$ cat src/rtl/calc_result_display.sv
// Result display for the calculator: captures a 16-bit result on Load, converts it to BCD with a
// shift-add-3 engine and scans it onto a 4-digit active-low seven-segment display.
// Optional hex bypass path is enabled by defining CALC_DISP_HEX_EN (adds the HexSel input).
module calc_result_display #(
    parameter int REFRESH_BITS = 18
) (
    input  logic        Clk,
    input  logic        Reset,
    input  logic [15:0] Result,
    input  logic        Flag,
    input  logic        Load,
    input  logic        Err,
`ifdef CALC_DISP_HEX_EN
    input  logic        HexSel,
`endif
    output logic        Busy,
    output logic        Ready,
    output logic [3:0]  An,
    output logic [6:0]  Ssd,
    output logic        Dp
);

    typedef enum logic [1:0] {IDLE, CONV, DONE} stateT;

    // Symbols 0..15 are hex digits; the rest are the non-numeric glyphs.
    localparam logic [4:0] SYM_E     = 5'd14;
    localparam logic [4:0] SYM_BLANK = 5'd16;
    localparam logic [4:0] SYM_DASH  = 5'd17;
    localparam logic [4:0] SYM_R     = 5'd18;

    stateT state, stateNext;

    logic [15:0] binReg;
    logic [19:0] bcdReg;
    logic [3:0]  iterCnt;
    logic        flagReg;
    logic        dpFlag;
    logic [3:0][4:0] digitReg;

    logic [19:0] bcdAdj;
    logic [19:0] bcdNext;
    logic [15:0] binNext;
    logic        lastIter;
    logic        hexLoad;
    logic        tooLarge;
    logic [3:0][4:0] decDigits;

    logic [REFRESH_BITS-1:0] scanCnt;
    logic [1:0]  sel;
    logic [4:0]  shownSym;

    function automatic logic [19:0] addThree(input logic [19:0] bcd);
        logic [19:0] res;
        logic [3:0]  nib;
        res = bcd;
        for (int i = 0; i < 5; i++) begin
            nib = bcd[4*i +: 4];
            if (nib >= 4'd5) begin
                nib = nib + 4'd3;
            end
            res[4*i +: 4] = nib;
        end
        return res;
    endfunction

    function automatic logic [6:0] encodeSym(input logic [4:0] sym);
        logic [6:0] seg;
        case (sym)
            5'd0:     seg = 7'b0000001;
            5'd1:     seg = 7'b1001111;
            5'd2:     seg = 7'b0010010;
            5'd3:     seg = 7'b0000110;
            5'd4:     seg = 7'b1001100;
            5'd5:     seg = 7'b0100100;
            5'd6:     seg = 7'b0100000;
            5'd7:     seg = 7'b0001111;
            5'd8:     seg = 7'b0000000;
            5'd9:     seg = 7'b0000100;
            5'd10:    seg = 7'b0001000;
            5'd11:    seg = 7'b1100000;
            5'd12:    seg = 7'b0110001;
            5'd13:    seg = 7'b1000010;
            5'd14:    seg = 7'b0110000;
            5'd15:    seg = 7'b0111000;
            SYM_DASH: seg = 7'b1111110;
            SYM_R:    seg = 7'b1111010;
            default:  seg = 7'b1111111;
        endcase
        return seg;
    endfunction

`ifdef CALC_DISP_HEX_EN
    assign hexLoad = Load && HexSel;
`else
    assign hexLoad = 1'b0;
`endif

    // One shift-add-3 step on the combined {bcd, bin} register.
    always_comb begin
        bcdAdj   = addThree(bcdReg);
        bcdNext  = {bcdAdj[18:0], binReg[15]};
        binNext  = {binReg[14:0], 1'b0};
        lastIter = (iterCnt == 4'd15);
    end

    // Final digit pattern, built from the result of the last conversion step.
    always_comb begin
        tooLarge  = (bcdNext[19:16] != 4'd0) || bcdAdj[19];
        decDigits = {4{SYM_BLANK}};
        if (tooLarge) begin
            decDigits = {4{SYM_DASH}};
        end else begin
            decDigits[0] = {1'b0, bcdNext[3:0]};
            if (bcdNext[15:12] != 4'd0) begin
                decDigits[3] = {1'b0, bcdNext[15:12]};
            end
            if (bcdNext[15:8] != 8'd0) begin
                decDigits[2] = {1'b0, bcdNext[11:8]};
            end
            if (bcdNext[15:4] != 12'd0) begin
                decDigits[1] = {1'b0, bcdNext[7:4]};
            end
        end
    end

    always_ff @(posedge Clk or posedge Reset) begin
        if (Reset) begin
            state <= IDLE;
        end else begin
            state <= stateNext;
        end
    end

    always_comb begin
        stateNext = state;
        if (Load) begin
            stateNext = hexLoad ? DONE : CONV;
        end else if (state == CONV && lastIter) begin
            stateNext = DONE;
        end
    end

    always_comb begin
        Busy  = (state == CONV);
        Ready = (state == DONE);
    end

    // A new Load always restarts the engine, even mid-conversion.
    always_ff @(posedge Clk or posedge Reset) begin
        if (Reset) begin
            binReg   <= '0;
            bcdReg   <= '0;
            iterCnt  <= '0;
            flagReg  <= 1'b0;
            dpFlag   <= 1'b0;
            digitReg <= {4{SYM_BLANK}};
        end else if (Load) begin
            binReg  <= Result;
            bcdReg  <= '0;
            iterCnt <= '0;
            flagReg <= Flag;
            if (hexLoad) begin
                digitReg <= {{1'b0, Result[15:12]}, {1'b0, Result[11:8]},
                             {1'b0, Result[7:4]},   {1'b0, Result[3:0]}};
                dpFlag   <= Flag;
            end
        end else if (state == CONV) begin
            binReg  <= binNext;
            bcdReg  <= bcdNext;
            iterCnt <= iterCnt + 4'd1;
            if (lastIter) begin
                digitReg <= decDigits;
                dpFlag   <= flagReg;
            end
        end
    end

    always_ff @(posedge Clk or posedge Reset) begin
        if (Reset) begin
            scanCnt <= '0;
        end else begin
            scanCnt <= scanCnt + 1'b1;
        end
    end

    assign sel = scanCnt[REFRESH_BITS-1 -: 2];

    // Err only masks what is shown; the stored digits are left untouched.
    always_comb begin
        shownSym = digitReg[sel];
        if (Err) begin
            case (sel)
                2'd3:    shownSym = SYM_E;
                2'd2:    shownSym = SYM_R;
                2'd1:    shownSym = SYM_R;
                default: shownSym = SYM_BLANK;
            endcase
        end
    end

    always_ff @(posedge Clk or posedge Reset) begin
        if (Reset) begin
            An  <= 4'b1111;
            Ssd <= 7'b1111111;
            Dp  <= 1'b1;
        end else begin
            An  <= ~(4'b0001 << sel);
            Ssd <= encodeSym(shownSym);
            Dp  <= !((sel == 2'd3) && dpFlag && !Err);
        end
    end

endmodule
$ cat config.mk
export PLATFORM = sky130hd
export DESIGN_NAME = calc_result_display
export DESIGN_NICKNAME = d
export VERILOG_FILES = /design/src/rtl/calc_result_display.sv
export SDC_FILE = /design/constraint.sdc
export NUM_CORES = 1
export LEC_CHECK = 0
export CAP_MARGIN = 15
export CORE_MARGIN = 8
export CORE_UTILIZATION = 30
export DETAILED_ROUTE_END_ITERATION = 10
export DONT_BUFFER_PORTS = 1
export PLACE_DENSITY = 0.41
export REMOVE_ABC_BUFFERS = 1
export SLEW_MARGIN = 20
export SYNTH_ARGS = -nofsm -noshare
export SYNTH_HDL_FRONTEND = slang
export SYNTH_SLANG_ARGS = --single-unit
$ cat constraint.sdc
create_clock -name Clk -period 8.8 [get_ports Clk]
set_input_delay 2.2 -clock Clk [delete_from_list [all_inputs] [get_ports Clk]]
set_output_delay 2.2 -clock Clk [all_outputs]
set_load 0.01 [all_outputs]
==> summary.txt, run 1 <==
outcome: completed
area leader, netlist: dfrtp_1
Max Clock Skew: 0.00779 ns
Final Wtd Congestion: 0.806
root buffer cell: clkbuf_16
die height: 145 um
synthesized flop and latch total: 94
CP max stage cell: dfrtp_1
drt wl/cell: 15.0 um
clk slew on worst S/H paths: 0.07 ns
wl on met1: 5350 um
critical path cell sequence: inv_2, nand2_2, inv_2
Detail Route Antenna Nets: 0
critical path required time: 6.60 ns
setup_tns: 0 ns
top-count cell post-synth: dfrtp_1
# rows: 47
Die Area: 0.0209 mm2
# IOs: 35
Crit Path Max Fanout: 18
PD cells: 163 mW/mm2
Clk pwr share: 44.8%
RSZ-0062 raised after global routing: no
Slew @ Worst Pin: 0.876 ns
CTS Buf Count: 9
Resize count post-CTS: 0
Synth cell types: 62
port buffer count: 0
area delta synth->final: 9.70%
CP max stage delay: 0.37 ns
Max Cap Viol: 0
Switching Fraction: 23.2%
Worst Path Arrival: 1.22 ns
post-route insts no fill: 708
sequential fraction of the synthesis area: 47.8%
dpl hpwl: 7220 um
Crit path max-delay family: flip-flops
initial antenna violation count: 0
cell repeated most along the worst path: inv_2
Gate Count Post-Synth: 491
Clk Latency, worst-skew pair: 0.34 ns
largest family of logic cells by synthesized area: simple AND/OR/NAND/NOR gates
DRC Markers: 0
Placed Area: 0.00515 mm2
largest net degree at the start of global routing: 71
Rel. slew slack: 41.6%
placed cell count: 692
routed vias/inst: 4.86
Final Cell Area: 0.00545 mm2
Die X: 145 um
final net count: 522
Top Layer Used: met4
FMAX: 292 MHz
Post-Synth Simple-Gate Area: 16.8%
Internal: 683 uW
CTS H-tree depth: 3
Slew Limit Fails: 0
DRT iter0 DRCs: 185
Final Hold Violating Endpoints: 0
First-pass DRT Iterations: 4
CP endpoint kind: output port
final-report setup violation count: 0
global route total overflow: 0
Netlist Area Pre-Place: 0.00497 mm2
n_diodes: 0
WL met3: 337 um
top-area cell type share of the netlist area: 39.3%
min Tclk post-route: 3.42 ns
CTS Hold Buffers Added: 0
CTS max path bufs: 2
Seq pwr share: 51.0%
share of cells above drive strength 1: 14.5%
hold crit path type: reg2reg
Synth area leaders: dfrtp_1, dfstp_2, nand2_1, ha_1, mux2i_1
CTS tree: done
Commonest cells post-synth: dfrtp_1, nand2_1, nor2_1
Fillers: 1684
Compound-Gate Fraction of Synth Area: 15.2%
met2 WL: 4770 um
Peak VDD IR: 0.0867 mV
NetSw: 207 uW
mean area per synthesized cell: 10.1 um2
core area: 0.0164 mm2
Post-Synth XOR/XNOR Area: 4.23%
number of synthesized flops with an enable pin: 0
Leak Pwr: 0.00237 uW
CP startpoint kind: flop
GRT Util Overall: 10.8%
postcts setup bufs: 0
ys flop type: dfrtp_1
logic gate share of total power: 4.2%
critical path class: reg2out
Initial Utilization: 30.3%
first-pass GRT wire length: 17700 um
worst path bufs/invs: 2
ys async rst share: 100%
vias in the first global route: 3418
Synth warnings: 0
via count: 3444
Synth Area in Adders: 4.53%
mux share of post-synthesis cell area: 7.51%
TritonCTS Sinks: 94
Final period util: 38.9%
routed wire length: 10600 um
==> layout by cell type (no fill, tap or decap), types with 2 or more instances in the layout <==
master	netlist	routed
a31o_2	2	2
mux4_2	3	3
mux2_2	8	8
ha_1	18	18
nand2_2	2	2
a21oi_1	25	25
buf_4	1	5
nand4_1	6	6
o21a_1	4	4
mux2i_1	20	20
nand3_1	14	14
nand2_1	67	67
inv_1	16	15
a21o_1	3	3
o211ai_1	2	2
clkbuf_16	0	9
nor2b_1	5	5
dfrtp_1	78	78
and3_1	5	5
xor2_1	5	5
inv_6	0	2
nor3b_1	8	8
and4_1	5	5
xnor2_1	19	19
o22ai_1	3	3
and2_1	3	3
nor2_1	34	34
o21ai_0	31	31
clkinv_4	0	2
o31ai_2	9	9
o211ai_2	2	2
a31oi_1	6	6
o21ai_1	2	2
o31ai_1	3	3
dfstp_2	16	16
nor3_1	5	5
inv_2	2	2
a211oi_1	7	7
nand2b_1	8	8
==> per-stage QoR <==
| step | hold slack [ns] | utilization [%] | setup WS, ns | total power [uW] |
|---|---|---|---|---|
| global placement | 0.455 | 31.4 | 5.09 | 501 |
| floorplan | 0.422 | - | 4.18 | 490 |
| detailed placement | 0.455 | 31.4 | 5.08 | 501 |
| CTS | 0.471 | 33.2 | 5.32 | 907 |
| finish | 0.469 | 33.2 | 5.38 | 890 |
| global route | 0.489 | 33.2 | 5.28 | 926 |
==> flip-flops by register name, summed over array words and instances (netlist names), 2 cells and up <==
signal,count
binReg,16
iterCnt,4
scanCnt,18
digitReg,20
state,2
Ssd,7
An,4
bcdReg,20
==> power groups by stage <==
stage | clock (uW) | combinational, uW | sequential [uW]
after global placement | 0 | 38.1 | 462
after detailed placement | 0 | 38.5 | 463
after CTS | 414 | 38.8 | 455
after global routing | 426 | 43.9 | 456
after floorplan | 0 | 30.2 | 460
final | 398 | 37.4 | 454
==> final timing paths <==
path / start / endpoint / slack [ns] / cells after the start
max: state[1] / Busy / 5.38 / 3
min: scanCnt[13] / scanCnt[13] / 0.47 / 1
max reg2reg: state[1] / digitReg[9] / 6.03 / 8
min reg2reg: scanCnt[13] / scanCnt[13] / 0.47 / 1
max in group asynchronous: Reset / digitReg[13] / 5.95 / 2
min in group asynchronous: Reset / binReg[1] / 1.69 / 1
==> cells by family after synthesis <==
family | count (synthesis)
AND/OR/NAND/NOR | 171
AO/OA/AOI/OAI | 110
flip-flops | 94
buffers and inverters | 42
multiplexers | 32
XOR/XNOR | 24
adder cells (fa/ha/maj) | 18
==> layout make-up <==
type                            count  area [um2]  share of cell area [%]
Inverter                           18        70.1                    1.29
Timing Repair Buffer                5        37.5                   0.689
Sequential cell                    94        2370                    43.5
Multi-Input combinational cell    355        2390                    43.9
Clock buffer                       10         229                    4.20
Clock inverter                      6        70.1                    1.29
Tap cell                          220         275                    5.05
==> worst register-to-register path, delay by kind of cell, from the launching register on <==
kind                   cells  cell delay [ns]
buffers and inverters      3             0.73
DFF                        1             0.37
AOI/OAI and AO/OA          1             0.31
and+or+nand+nor            4             1.25
==> layer usage <==
metal	up-vias	global-route usage, %
met5	-	0
met2	44	16.6
met4	0	4.55
met3	10	2.17
li1	1729	-
met1	1661	14.4
No activity file was read; power rests on OpenSTA's default activity.
==> inputs of run 2 (changes only) <==
Clock period 8.8 ns to 3.5 ns, I/O delays scaled along.
==> summary.txt, run 2 (synthesis gave the netlist of run 1 again) <==
outcome: completed
critical path class: reg2reg
routed wire length: 10300 um
drt wl/cell: 14.6 um
final core utilization: 33.2%
FMAX: 424 MHz
hold crit path type: reg2reg
CTS tree: done
Leak Pwr: 0.00237 uW
initial antenna violation count: 0
most frequent cells in the layout: dfrtp_1, nand2_1, nor2_1
Crit Path Max Fanout: 19
met2 WL: 4790 um
port buffer count: 0
NetSw: 517 uW
first-pass GRT wire length: 17800 um
n_diodes: 0
Die Area: 0.0209 mm2
dpl hpwl: 7180 um
CTS Hold Buffers Added: 0
Final Cell Area: 0.00545 mm2
post-route worst setup slack: 1.14 ns
Clk pwr share: 42.8%
Seq pwr share: 52.8%
Largest regs: bcdReg (20), digitReg (20), scanCnt (18)
Detail Route Antenna Nets: 0
total power draw: 2160 uW
final net count: 524
CP startpoint kind: flop
postcts setup bufs: 0
GRT Util Overall: 10.8%
critical path required time: 3.78 ns
TritonCTS Sinks: 94
Final Hold Violating Endpoints: 0
Slew Limit Fails: 0
Max Cap Viol: 0
CTS max path bufs: 2
clk slew on worst S/H paths: 0.07 ns
Max Clock Skew: 0.00693 ns
Internal: 1650 uW
Worst Path Arrival: 2.64 ns
via count: 3434
dpl ws: 1.10 ns
Placed Area: 0.00518 mm2
largest net degree at the start of global routing: 61
First-pass DRT Iterations: 4
Resize count post-CTS: 0
Fillers: 1658
setup_tns: 0 ns
root buffer cell: clkbuf_16
Peak VDD IR: 0.240 mV
area delta synth->final: 9.77%
vias in the first global route: 3527
final-report setup violation count: 0
Top Layer Used: met4
Initial Utilization: 30.3%
# rows: 47
wl on met1: 4980 um
CTS Buf Count: 9
logic gate share of total power: 4.4%
RSZ-0062 raised after global routing: no
most common cell after layout, fill and taps aside: dfrtp_1
# IOs: 35
Final Wtd Congestion: 0.811
DRC Markers: 0
Clk Latency, worst-skew pair: 0.35 ns
min Tclk post-route: 2.36 ns
Rel. slew slack: 52.0%
Switching Fraction: 23.9%
Final period util: 67.5%
DRT iter0 DRCs: 152
Slew @ Worst Pin: 0.720 ns
CP endpoint kind: flop
PD cells: 397 mW/mm2
core area: 0.0164 mm2
Multi-input gate area: 0.00239 mm2
Seq. cell area: 0.00237 mm2
share of cells above drive strength 1: 14.9%
routed vias/inst: 4.84
die height: 145 um
Die X: 145 um
CTS H-tree depth: 3
WL met3: 426 um
global route total overflow: 0
==> run 2: path summary, 6_finish.rpt <==
path	start	end	slack, ns	cells past startpoint
setup / recovery	scanCnt[16]	Ssd[3]	1.14	10
hold / removal	scanCnt[10]	scanCnt[10]	0.47	1
setup reg to reg	scanCnt[16]	Ssd[3]	1.14	10
hold reg to reg	scanCnt[10]	scanCnt[10]	0.47	1
max in group asynchronous	Reset	Ssd[6]	2.28	2
min in group asynchronous	Reset	binReg[1]	0.51	1
==> run 2: through the flow <==
step | cells | hold WS, ns
after floorplan | 467 | 0.422
after global placement | 694 | 0.456
after detailed placement | 694 | 0.452
after CTS | 710 | 0.472
after global routing | 710 | 0.491
final | 710 | 0.469
==> run 2: area by class of cell <==
type	instances	share of cell area [%]
Multi-Input combinational cell	355	43.9
Sequential cell	94	43.5
Tap cell	220	5.05
Clock buffer	10	4.20
Inverter	18	1.28
Timing Repair Buffer	7	1.19
Clock inverter	6	0.849
==> run 2: power groups by stage <==
stage | clock (uW) | sequential (uW) | combinational, uW
global route | 1010 | 1150 | 116
finish | 925 | 1140 | 96.0
CTS | 973 | 1140 | 101
global placement | 0 | 1160 | 98.8
floorplan | 0 | 1160 | 76.0
detailed placement | 0 | 1160 | 101
==> run 2: critical path: stages (launching register included) <==
cell and delay (ns):
dfrtp_1 0.53, buf_4 0.32, nor2_1 0.11, a21oi_1 0.16
o21a_1 0.22, inv_1 0.10, ha_1 0.23, nand3_1 0.09
and3_1 0.16, o22ai_1 0.07, a211o_1 0.29
==> run 2: metal layers <==
metal	track usage, %	up-vias
li1	-	1716
met1	13.6	1647
met2	17.3	59
met3	2.99	12
met4	4.16	0
met5	0	-
